`config.mk`:
```
export PLATFORM = sky130hd
export DESIGN_NAME = mem_arbiter
export DESIGN_NICKNAME = d
export VERILOG_FILES = /design/src/rtl/mem_arbiter.sv
export SDC_FILE = /design/constraint.sdc
export NUM_CORES = 1
export LEC_CHECK = 0
export BUFFER_PORTS_ARGS = -buffer_cell sky130_fd_sc_hd__buf_2
export CORE_AREA = 5 5 100 102
export CTS_CLUSTER_DIAMETER = 100
export DETAILED_ROUTE_END_ITERATION = 8
export DIE_AREA = 0 0 105 107
export GPL_TIMING_DRIVEN = 1
export PLACE_DENSITY = 0.63
export SLEW_MARGIN = 20
export SYNTH_ARGS = -nofsm -noshare
export SYNTH_HDL_FRONTEND = slang
export SYNTH_SLANG_ARGS = --single-unit
```
`constraint.sdc`:
```
create_clock -name clk -period 2.2 [get_ports clk]
set_input_delay 0.33 -clock clk [delete_from_list [all_inputs] [get_ports clk]]
set_output_delay 0.33 -clock clk [all_outputs]
set_load 0.05 [all_outputs]
```
`src/rtl/mem_arbiter.sv`:
```
// mem_arbiter: shares one fixed-latency single-port memory between fetch (IF) and load/store (LS)
// Ports: clk/reset (async, active-high); if_* fetch requester; ls_* load/store requester;
// mem_* memory macro strobes and data; busy = access outstanding.
// Build option ARB_ROUND_ROBIN_EN: alternate winners on contention instead of LS priority + starvation counter.
module mem_arbiter #(
  parameter int ADDR_W     = 32,
  parameter int DATA_W     = 32,
  parameter int MEM_LAT    = 1,
  parameter int STARVE_MAX = 4
) (
  input  logic              clk,
  input  logic              reset,
  input  logic              if_req,
  input  logic [ADDR_W-1:0] if_addr,
  output logic              if_gnt,
  output logic              if_rvalid,
  output logic [DATA_W-1:0] if_rdata,
  input  logic              ls_req,
  input  logic              ls_we,
  input  logic [ADDR_W-1:0] ls_addr,
  input  logic [DATA_W-1:0] ls_wdata,
  output logic              ls_gnt,
  output logic              ls_rvalid,
  output logic [DATA_W-1:0] ls_rdata,
  output logic              mem_en,
  output logic              mem_we,
  output logic [ADDR_W-1:0] mem_addr,
  output logic [DATA_W-1:0] mem_wdata,
  input  logic [DATA_W-1:0] mem_rdata,
  output logic              busy
);
  typedef enum logic {S_IDLE, S_WAIT} state_t;
  state_t     state_q, state_d;
  logic [3:0] lat_q, lat_d;
  logic       owner_q, owner_d;
  logic       ls_win;
`ifdef ARB_ROUND_ROBIN_EN
  // owner_q=1 means LS was granted last, so IF takes the next contended slot
  assign ls_win = ls_req && (!if_req || !owner_q);
`else
  logic [3:0] starve_q, starve_d;
  assign ls_win = ls_req && !(if_req && starve_q == 4'(STARVE_MAX));
  always_comb
    starve_d = state_q != S_IDLE ? starve_q :
               (if_gnt || !if_req) ? 4'd0 :
               (ls_gnt && starve_q != 4'(STARVE_MAX)) ? starve_q + 4'd1 : starve_q;
  always_ff @(posedge clk or posedge reset)
    if (reset) starve_q <= '0;
    else starve_q <= starve_d;
`endif
  assign mem_addr  = ls_win ? ls_addr : if_addr;
  assign mem_wdata = ls_wdata;
  assign if_rdata  = mem_rdata;
  assign ls_rdata  = mem_rdata;
  always_comb begin
    state_d   = state_q;
    lat_d     = lat_q;
    owner_d   = owner_q;
    if_gnt    = 1'b0;
    ls_gnt    = 1'b0;
    mem_en    = 1'b0;
    mem_we    = 1'b0;
    if_rvalid = 1'b0;
    ls_rvalid = 1'b0;
    busy      = state_q == S_WAIT;
    if (state_q == S_IDLE) begin
      if_gnt = if_req && !ls_win;
      ls_gnt = ls_win;
      mem_en = if_gnt || ls_gnt;
      mem_we = ls_win && ls_we;
      if (mem_en) begin
        state_d = S_WAIT;
        lat_d   = 4'(MEM_LAT - 1);
        owner_d = ls_win;
      end
    end else if (lat_q != 4'd0) begin
      lat_d = lat_q - 4'd1;
    end else begin
      state_d   = S_IDLE;
      if_rvalid = !owner_q;
      ls_rvalid = owner_q;
    end
  end
  always_ff @(posedge clk or posedge reset)
    if (reset) begin
      state_q <= S_IDLE;
      lat_q   <= '0;
      owner_q <= 1'b0;
    end else begin
      state_q <= state_d;
      lat_q   <= lat_d;
      owner_q <= owner_d;
    end
endmodule
```
# Word-level counts from Yosys, hierarchy flattened
# Index checks and enable logic that the tools add are counted.
classes:
  add_sub_neg: 2
  n_eq_ne: 3
  mux: 17
  bitwise_logic: 1
  n_reduce_logical: 17
ops:
  columns: ["operator", "count"]
  rows:
  - ["two-way mux 32 bit", 1]
  - ["two-way mux 4 bit", 5]
  - ["two-way mux 1 bit", 11]
  - ["AND reduction 2 bit", 3]
  - ["logical AND 1 bit", 5]
  - ["adder 4 x 1 -> 4 bit (second input constant)", 1]
  - ["equality test 4 x 3 -> 1 bit (second input constant)", 1]
  - ["logical NOT 1 bit", 4]
  - ["inequality test 4 x 3 -> 1 bit (second input constant)", 1]
  - ["nonzero test 2 bit", 2]
  - ["nonzero test 4 bit", 1]
  - ["subtractor 4 x 1 -> 4 bit (second input constant)", 1]
  - ["logical OR 1 bit", 2]
  - ["inequality test 2 x 1 -> 1 bit (second input constant)", 1]
  - ["inverter 1 bit", 1]
totals:
  reg_bits: 10
  output_inout_bits: 135

# Longest topological paths before layout
# Gate-level depths: netlist (run 1).
logic_depth:
  ltp_word: 10
  mapped_depth: 6
  depth_no_buf: 5

# Worst setup path before layout (run 1)
# OpenSTA, ideal clock, no wires.
synth_path:
  kind: "register to output"
  start: "register state_q, in the netlist busy"
  end: "output ls_rvalid"
  arrival_time_ps: 2514
  required_time_ps: 1870
  slack_ps: -644
  path_stages_with_launch: 3
  path_cell_list: "dfrtp_1 > nand2_1 > nor4b_1"
synth_via:
  elab_chain_len: 1
synth_lines:
  columns: ["element", "line_no", "source"]
  rows:
  - ["from (decl)", "33", "state_t state_q, state_d;"]
  - ["from (signal assigned)", "90", "state_q <= state_d;"]
  - ["two-way mux 1 bit", "66", "if (state_q == S_IDLE) begin"]
  - ["to (decl)", "23", "output logic ls_rvalid,"]
# No other way between the ends.

# Final worst setup path (run 1)
layout_path:
  start: "register starve_q[0]"
  end: "output mem_addr[21]"
layout_via:
  elab_chain_len: 5
layout_lines:
  columns: ["element", "line_no", "source"]
  rows:
  - ["from (decl)", "41", "logic [3:0] starve_q, starve_d;"]
  - ["from (signal assigned)", "49", "else starve_q <= starve_d;"]
  - ["equality test 4 x 3 -> 1 bit", "42", "assign ls_win = ls_req && !(if_req && starve_q == 4'(STARVE_MAX));"]
  - ["logical AND 1 bit", "42", null]
  - ["logical NOT 1 bit", "42", null]
  - ["logical AND 1 bit", "42", null]
  - ["two-way mux 32 bit", "51", "assign mem_addr = ls_win ? ls_addr : if_addr;"]
  - ["to (decl)", "27", "output logic [ADDR_W-1:0] mem_addr,"]
# No other way between the ends.

==> results of run 1 <==
-- layout make-up --
type	instances	share of cell area, %
multi-input cells	73	34.7
flip-flops and latches	10	12.4
repair buffers	116	42.3
inverters	9	1.67
clock buffers	3	2.05
well taps	111	6.88
-- cell families (layout without fill, tap and decap cells) --
kind of cell	Yosys count	in the layout
buf+inv	109	128
mux	34	34
simple gates	25	25
compound gates	11	11
flops	10	10
fa+ha+maj	3	3
-- cells in the mapped netlist, drive strengths merged, types with 2 or more instances --
library cell   n  share of area (%)
ha             3                2.2
inv            9                2.0
nand3          2               0.59
o21ai          4                1.8
mux2i          2                1.2
o31ai          2               0.88
nand2         10                2.2
dfrtp         10                 15
nor4b          4                2.0
mux2          32                 21
buf           99                 45
-- flip-flops by register name (all words and copies together), names as in the netlist --
name      cells
owner_q       1
starve_q      4
lat_q         4
busy          1
-- path summary, 6_finish.rpt --
path                       cells after the start      endpoint  slack [ps]        start
max in group asynchronous                      2       owner_q        1870        reset
max reg2reg                                    5      lat_q[1]         640     lat_q[0]
min                                            2      lat_q[3]          60        reset
max                                            8  mem_addr[21]         -20  starve_q[0]
min in group clk                               3   starve_q[1]         480       if_req
min reg2reg                                    1      lat_q[0]         520     lat_q[0]
-- cell usage in the layout (no fill, tap or decap), types with 3 or more instances in the layout --
cell type   n
o21ai_0     3
buf_2      74
dfrtp_1    10
buf_6      33
nor4b_1     3
buf_4       6
clkbuf_8    3
nand2_1    10
inv_1       7
mux2_2     30
-- critical path, stage by stage (launching register included) --
cell and delay (ps):
dfrtp_1 380, inv_2 80, ha_4 150, nand3b_4 100, o21ai_4 150, buf_6 140
buf_12 130, mux2_2 360, buf_6 160
-- timing repair --
action	4_1_cts	5_1_grt
gates cloned	1	0
setup buffers	3	0
gates resized for setup	69	9
setup endpoints to repair	34	34
-- power groups by stage --
stage               logic, W  clock network, W  registers (W)
floorplan            0.00109                 0       0.000343
global placement    0.000854                 0       0.000333
detailed placement  0.000870                 0       0.000337
CTS                 0.000984          0.000194       0.000331
global route         0.00107          0.000209       0.000345
finish              0.000996          0.000189       0.000335
-- through the flow --
step / instance area [µm²] / total power (W) / cells / utilization (%) / setup slack, ps
floorplan: 1730 / 0.00143 / 192 / - / 12.2
global placement: 1690 / 0.00119 / 315 / 18.7 / 151
detailed placement: 1690 / 0.00121 / 315 / 18.7 / 89.2
CTS: 1990 / 0.00151 / 322 / 22.1 / -69.4
global route: 2020 / 0.00163 / 322 / 22.4 / -114
finish: 2020 / 0.00152 / 322 / 22.4 / -16.0
-- per-layer routing --
metal | routed length [µm] | vias up
li1 | - | 580
met1 | 1760 | 558
met2 | 2410 | 96
met3 | 657 | 47
met4 | 319 | 0
met5 | 0 | -
==> flow_metrics.py, run 1 <==
metrics = {
    "timing": {
        "setup_viol": 7,
        "fmax_ghz": 0.451,
        "max-slew-margin-rel_pct": 74.8,
        "maxSlewViolCount": 0,
        "min_period_over_period_pct": 101,
        "tns_ps": -61.2,
        "fin_skew_ps": 0.652,
        "finalCriticalPeriod_ps": 2220,
        "worst_hold_slack_ps": 61.5,
        "rsz0062_at_grt": "true",
        "tightest_slew_ps": 373,
        "fin_ws_ps": -16.0,
        "finalHoldViolations": 0,
    },
    "yosys": {
        "synth_compound_area_share_pct": 4.83,
        "yosys.area_share.simple_pct": 9.14,
        "synth_top_family_by_area": "buffers and inverters",
        "yosys-mux-area-fraction_pct": 22.2,
        "syn_area_mm2": 0.00171,
        "yosysSeqAreaShare_pct": 14.6,
        "synth_adder_area_share_pct": 2.19,
        "synth_ff_type": "dfrtp_1",
        "async_flop_share_pct": 100,
        "syn_inst": 192,
        "synth_nets": 328,
        "ys_ff_latch": 10,
        "synth_edf_count": 0,
        "synthXorXnorAreaFrac_pct": 0,
        "ys_warn_count": 0,
        "synth_cell_type_count": 29,
        "syn_area_per_cell_um2": 8.91,
    },
    "global_route": {
        "gr-usage-all-layers_pct": 8.11,
        "grt_pass1_wl_mm": 7.11,
        "grt_max_degree": 14,
        "use_met1_pct": 8.65,
        "grt_pass1_vias": 1346,
        "antenna_found_initial": 0,
        "met2_usage_pct": 12.5,
        "use_met3_pct": 3.49,
        "gr-total-overflow": 0,
        "grt-busiest-layer": "met2",
    },
    "detailed_routing": {
        "wl_per_cell_um": 16.0,
        "first_iter_violations": 102,
        "dr.pass1.iters": 4,
        "vias": 1281,
        "drc": 0,
        "ant_nets": 0,
        "via_per_inst": 3.98,
        "drt-total-wl_mm": 5.15,
    },
    "die": {
        "die_w_um": 105,
        "ios": 268,
        "rows": 35,
        "start_util_pct": 19.0,
        "coreArea_mm2": 0.00902,
        "die_y_um": 107,
        "die_area_mm2": 0.0112,
    },
    "pwr": {
        "power.switching_fraction_pct": 49.5,
        "max-vdd-ir-drop_mv": 0.300,
        "seqPwrFrac_pct": 22.0,
        "clockPowerShare_pct": 12.5,
        "p_int_w": 0.000768,
        "switchingPower_w": 0.000753,
        "power.density_mw_per_mm2": 753,
        "pwr-share-comb_pct": 65.5,
        "leakage_nw": 1.00,
    },
    "status": {
        "status": "finished, violations left",
        "violations": "negative setup slack",
    },
    "worst_setup_path": {
        "required_ps": 1870,
        "cp-start-kind": "flop",
        "crit_path_max_fanout": 10,
        "endpoint_kind": "output pin",
        "cp.arrival_ps": 1890,
        "critPathKind": "flop to output pin",
    },
    "clock_tree": {
        "clock_sinks": 10,
        "clock_latency_ps": 240,
        "cts_buffers": 3,
        "htreeDepth": 1,
        "cts_tree": "yes",
        "clk_pin_slew_ps": 40,
        "cts-root-buf": "clkbuf_8",
        "holdBufCountCts": 0,
        "clockBufferDepth": 2,
    },
    "final_layout": {
        "multi_input_area_um2": 699,
        "antenna_cells": 0,
        "fillers": 1025,
        "drive_above_1_share_pct": 76.3,
        "seq_area_um2": 250,
        "syn_to_final_growth_pct": 18.0,
        "nets": 349,
    },
    "placed_design": {
        "gp_congestion": 0.691,
        "io_buffers": 107,
        "dp_hpwl_mm": 4.09,
    },
    "worst_hold_path": {
        "hp-class": "primary input to asynchronous set/reset pin",
    },
    "flow_run": {
        "maxCapViolations": 0,
    },
}
(Power assumes the default switching activity.)
==> run 2: changes to the inputs <==
--- a/config.mk
+++ b/config.mk
@@ -11,7 +11,7 @@
 export DETAILED_ROUTE_END_ITERATION = 8
 export DIE_AREA = 0 0 105 107
 export GPL_TIMING_DRIVEN = 1
-export PLACE_DENSITY = 0.63
+export PLACE_DENSITY_LB_ADDON = 0.15
 export SLEW_MARGIN = 20
 export SYNTH_ARGS = -nofsm -noshare
 export SYNTH_HDL_FRONTEND = slang
==> run 2 against run 1 <==
  * The flow now finishes without violations
  * First-iteration DRC count fell by 48%
  * Largest cell class unchanged
  * Register-to-register slack improved by 40 ps
  * Sequential share of layout area fell by 1.3 points
  * Clock power rose by 22%
  * Sequential cell count did not move
  * Routed wire length fell by 4.2%
==> flow_metrics.py, run 2 (synthesis results as in run 1) <==
metrics = {
    "worst_setup_path": {
        "cp-start-kind": "flop",
        "crit_path_max_fanout": 7,
        "critPathKind": "flop to output pin",
        "r2r_slack_ps": 680,
        "cp.arrival_ps": 1860,
        "endpoint_kind": "output pin",
        "required_ps": 1870,
    },
    "die": {
        "die_area_mm2": 0.0112,
        "coreArea_mm2": 0.00902,
        "start_util_pct": 19.0,
        "die_w_um": 105,
        "die_y_um": 107,
        "rows": 35,
        "ios": 268,
    },
    "worst_hold_path": {
        "hp-class": "primary input to asynchronous set/reset pin",
    },
    "clock_tree": {
        "cts_buffers": 3,
        "cts-root-buf": "clkbuf_8",
        "htreeDepth": 1,
        "clk_pin_slew_ps": 50,
        "clockBufferDepth": 2,
        "cts_tree": "yes",
        "holdBufCountCts": 0,
        "clock_sinks": 10,
        "clock_latency_ps": 230,
    },
    "placed_design": {
        "io_buffers": 107,
        "dp_hpwl_mm": 3.59,
        "gp_congestion": 0.707,
        "placed_area_mm2": 0.00169,
    },
    "pwr": {
        "max-vdd-ir-drop_mv": 0.195,
        "finalPower_w": 0.00163,
        "power.density_mw_per_mm2": 722,
        "leakage_nw": 1.18,
    },
    "detailed_routing": {
        "drc": 0,
        "dr.pass1.iters": 3,
        "via_per_inst": 3.83,
        "drt-total-wl_mm": 4.93,
        "wl_per_cell_um": 15.1,
        "first_iter_violations": 53,
        "vias": 1249,
        "ant_nets": 0,
    },
    "timing": {
        "fin_skew_ps": 3.00,
        "maxSlewViolCount": 0,
        "tns_ps": 0,
        "finalHoldViolations": 0,
        "min_period_over_period_pct": 99.6,
        "fmax_ghz": 0.456,
        "rsz0062_at_grt": "true",
        "tightest_slew_ps": 421,
        "finalCriticalPeriod_ps": 2190,
        "max-slew-margin-rel_pct": 71.9,
        "worst_hold_slack_ps": 77.8,
        "setup_viol": 0,
    },
    "final_layout": {
        "fillers": 963,
        "seq_area_um2": 250,
        "mostFrequentLayoutCells": "75 x buf_2, 28 x mux2_4, 24 x buf_8, 11 x buf_6",
        "nets": 352,
        "layout_commonest_cell": "buf_2",
        "reg_top3": "lat_q x4, starve_q x4",
        "multi_input_area_um2": 797,
        "syn_to_final_growth_pct": 32.4,
        "drive_above_1_share_pct": 76.7,
        "final_area_mm2": 0.00226,
        "final_util_pct": 25.1,
        "antenna_cells": 0,
    },
    "global_route": {
        "grt_pass1_wl_mm": 6.87,
        "grt_pass1_vias": 1289,
        "antenna_found_initial": 0,
        "gr-total-overflow": 0,
        "gr-usage-all-layers_pct": 7.49,
        "grt_max_degree": 16,
    },
    "flow_run": {
        "maxCapViolations": 0,
    },
    "status": {
        "status": "complete, no violations",
    },
}
## run 2: changes by cell type in the layout (fill, tap and decap cells not counted)
cell       delta
buf_2         +1
buf_4         -1
buf_6        -22
buf_8        +24
clkbuf_16     +1
clkbuf_8      +1
mux2_2       -26
mux2_4       +26
## run 2: routing by layer
layer  GRT usage (%)  wire, µm  vias up
li1                -         -      585
met1            8.83      1870      559
met2            11.9      2380       82
met3            2.71       542       23
met4            3.84       142        0
met5               0         0        -
## run 2: where the power goes
group          internal [W]  switching [W]
logic              0.000458       0.000616
clock network      0.000157      0.0000724
registers          0.000252      0.0000795
total              0.000867       0.000767
## run 2: path summary, 6_finish.rpt
path                                   from          end  cells past startpoint
worst max-delay path            starve_q[1]  mem_addr[7]                      8
worst min-delay path                  reset     lat_q[3]                      2
worst max register to register     lat_q[0]     lat_q[0]                      5
worst min register to register     lat_q[0]     lat_q[0]                      1
max in group asynchronous             reset  starve_q[0]                      2
min in group clk                     if_req  starve_q[1]                      3
## run 2: timing repair
item | CTS | global route
setup buffers | 5 | 1
endpoints found under the setup margin | 32 | 32
gates resized for setup | 86 | 39
pin swaps | 2 | 1
gates cloned | 2 | 1
## run 2: final cells by class
class | count | area share, %
Clock buffer | 4 | 2.43
Timing Repair Buffer | 119 | 43.7
Multi-Input combinational cell | 73 | 35.2
Sequential cell | 10 | 11.0
Inverter | 9 | 1.49
Tap cell | 111 | 6.13
## run 2: worst max-delay path: stages (launching register included)
cell and delay [ps]:
dfrtp_1 380, inv_2 70, ha_4 140, nand3b_4 90, o21ai_4 180, buf_6 140
clkbuf_16 150, mux2_4 310, buf_6 150
## run 2: metrics by stage
| step | instances | setup WS, ps |
|---|---|---|
| 4_1_cts | 325 | -54.9 |
| 2_1_floorplan | 192 | 12.2 |
| 5_1_grt | 326 | -80.5 |
| 6_report | 326 | 8.82 |
| 3_5_place_dp | 314 | 122 |
| 3_3_place_gp | 314 | 144 |
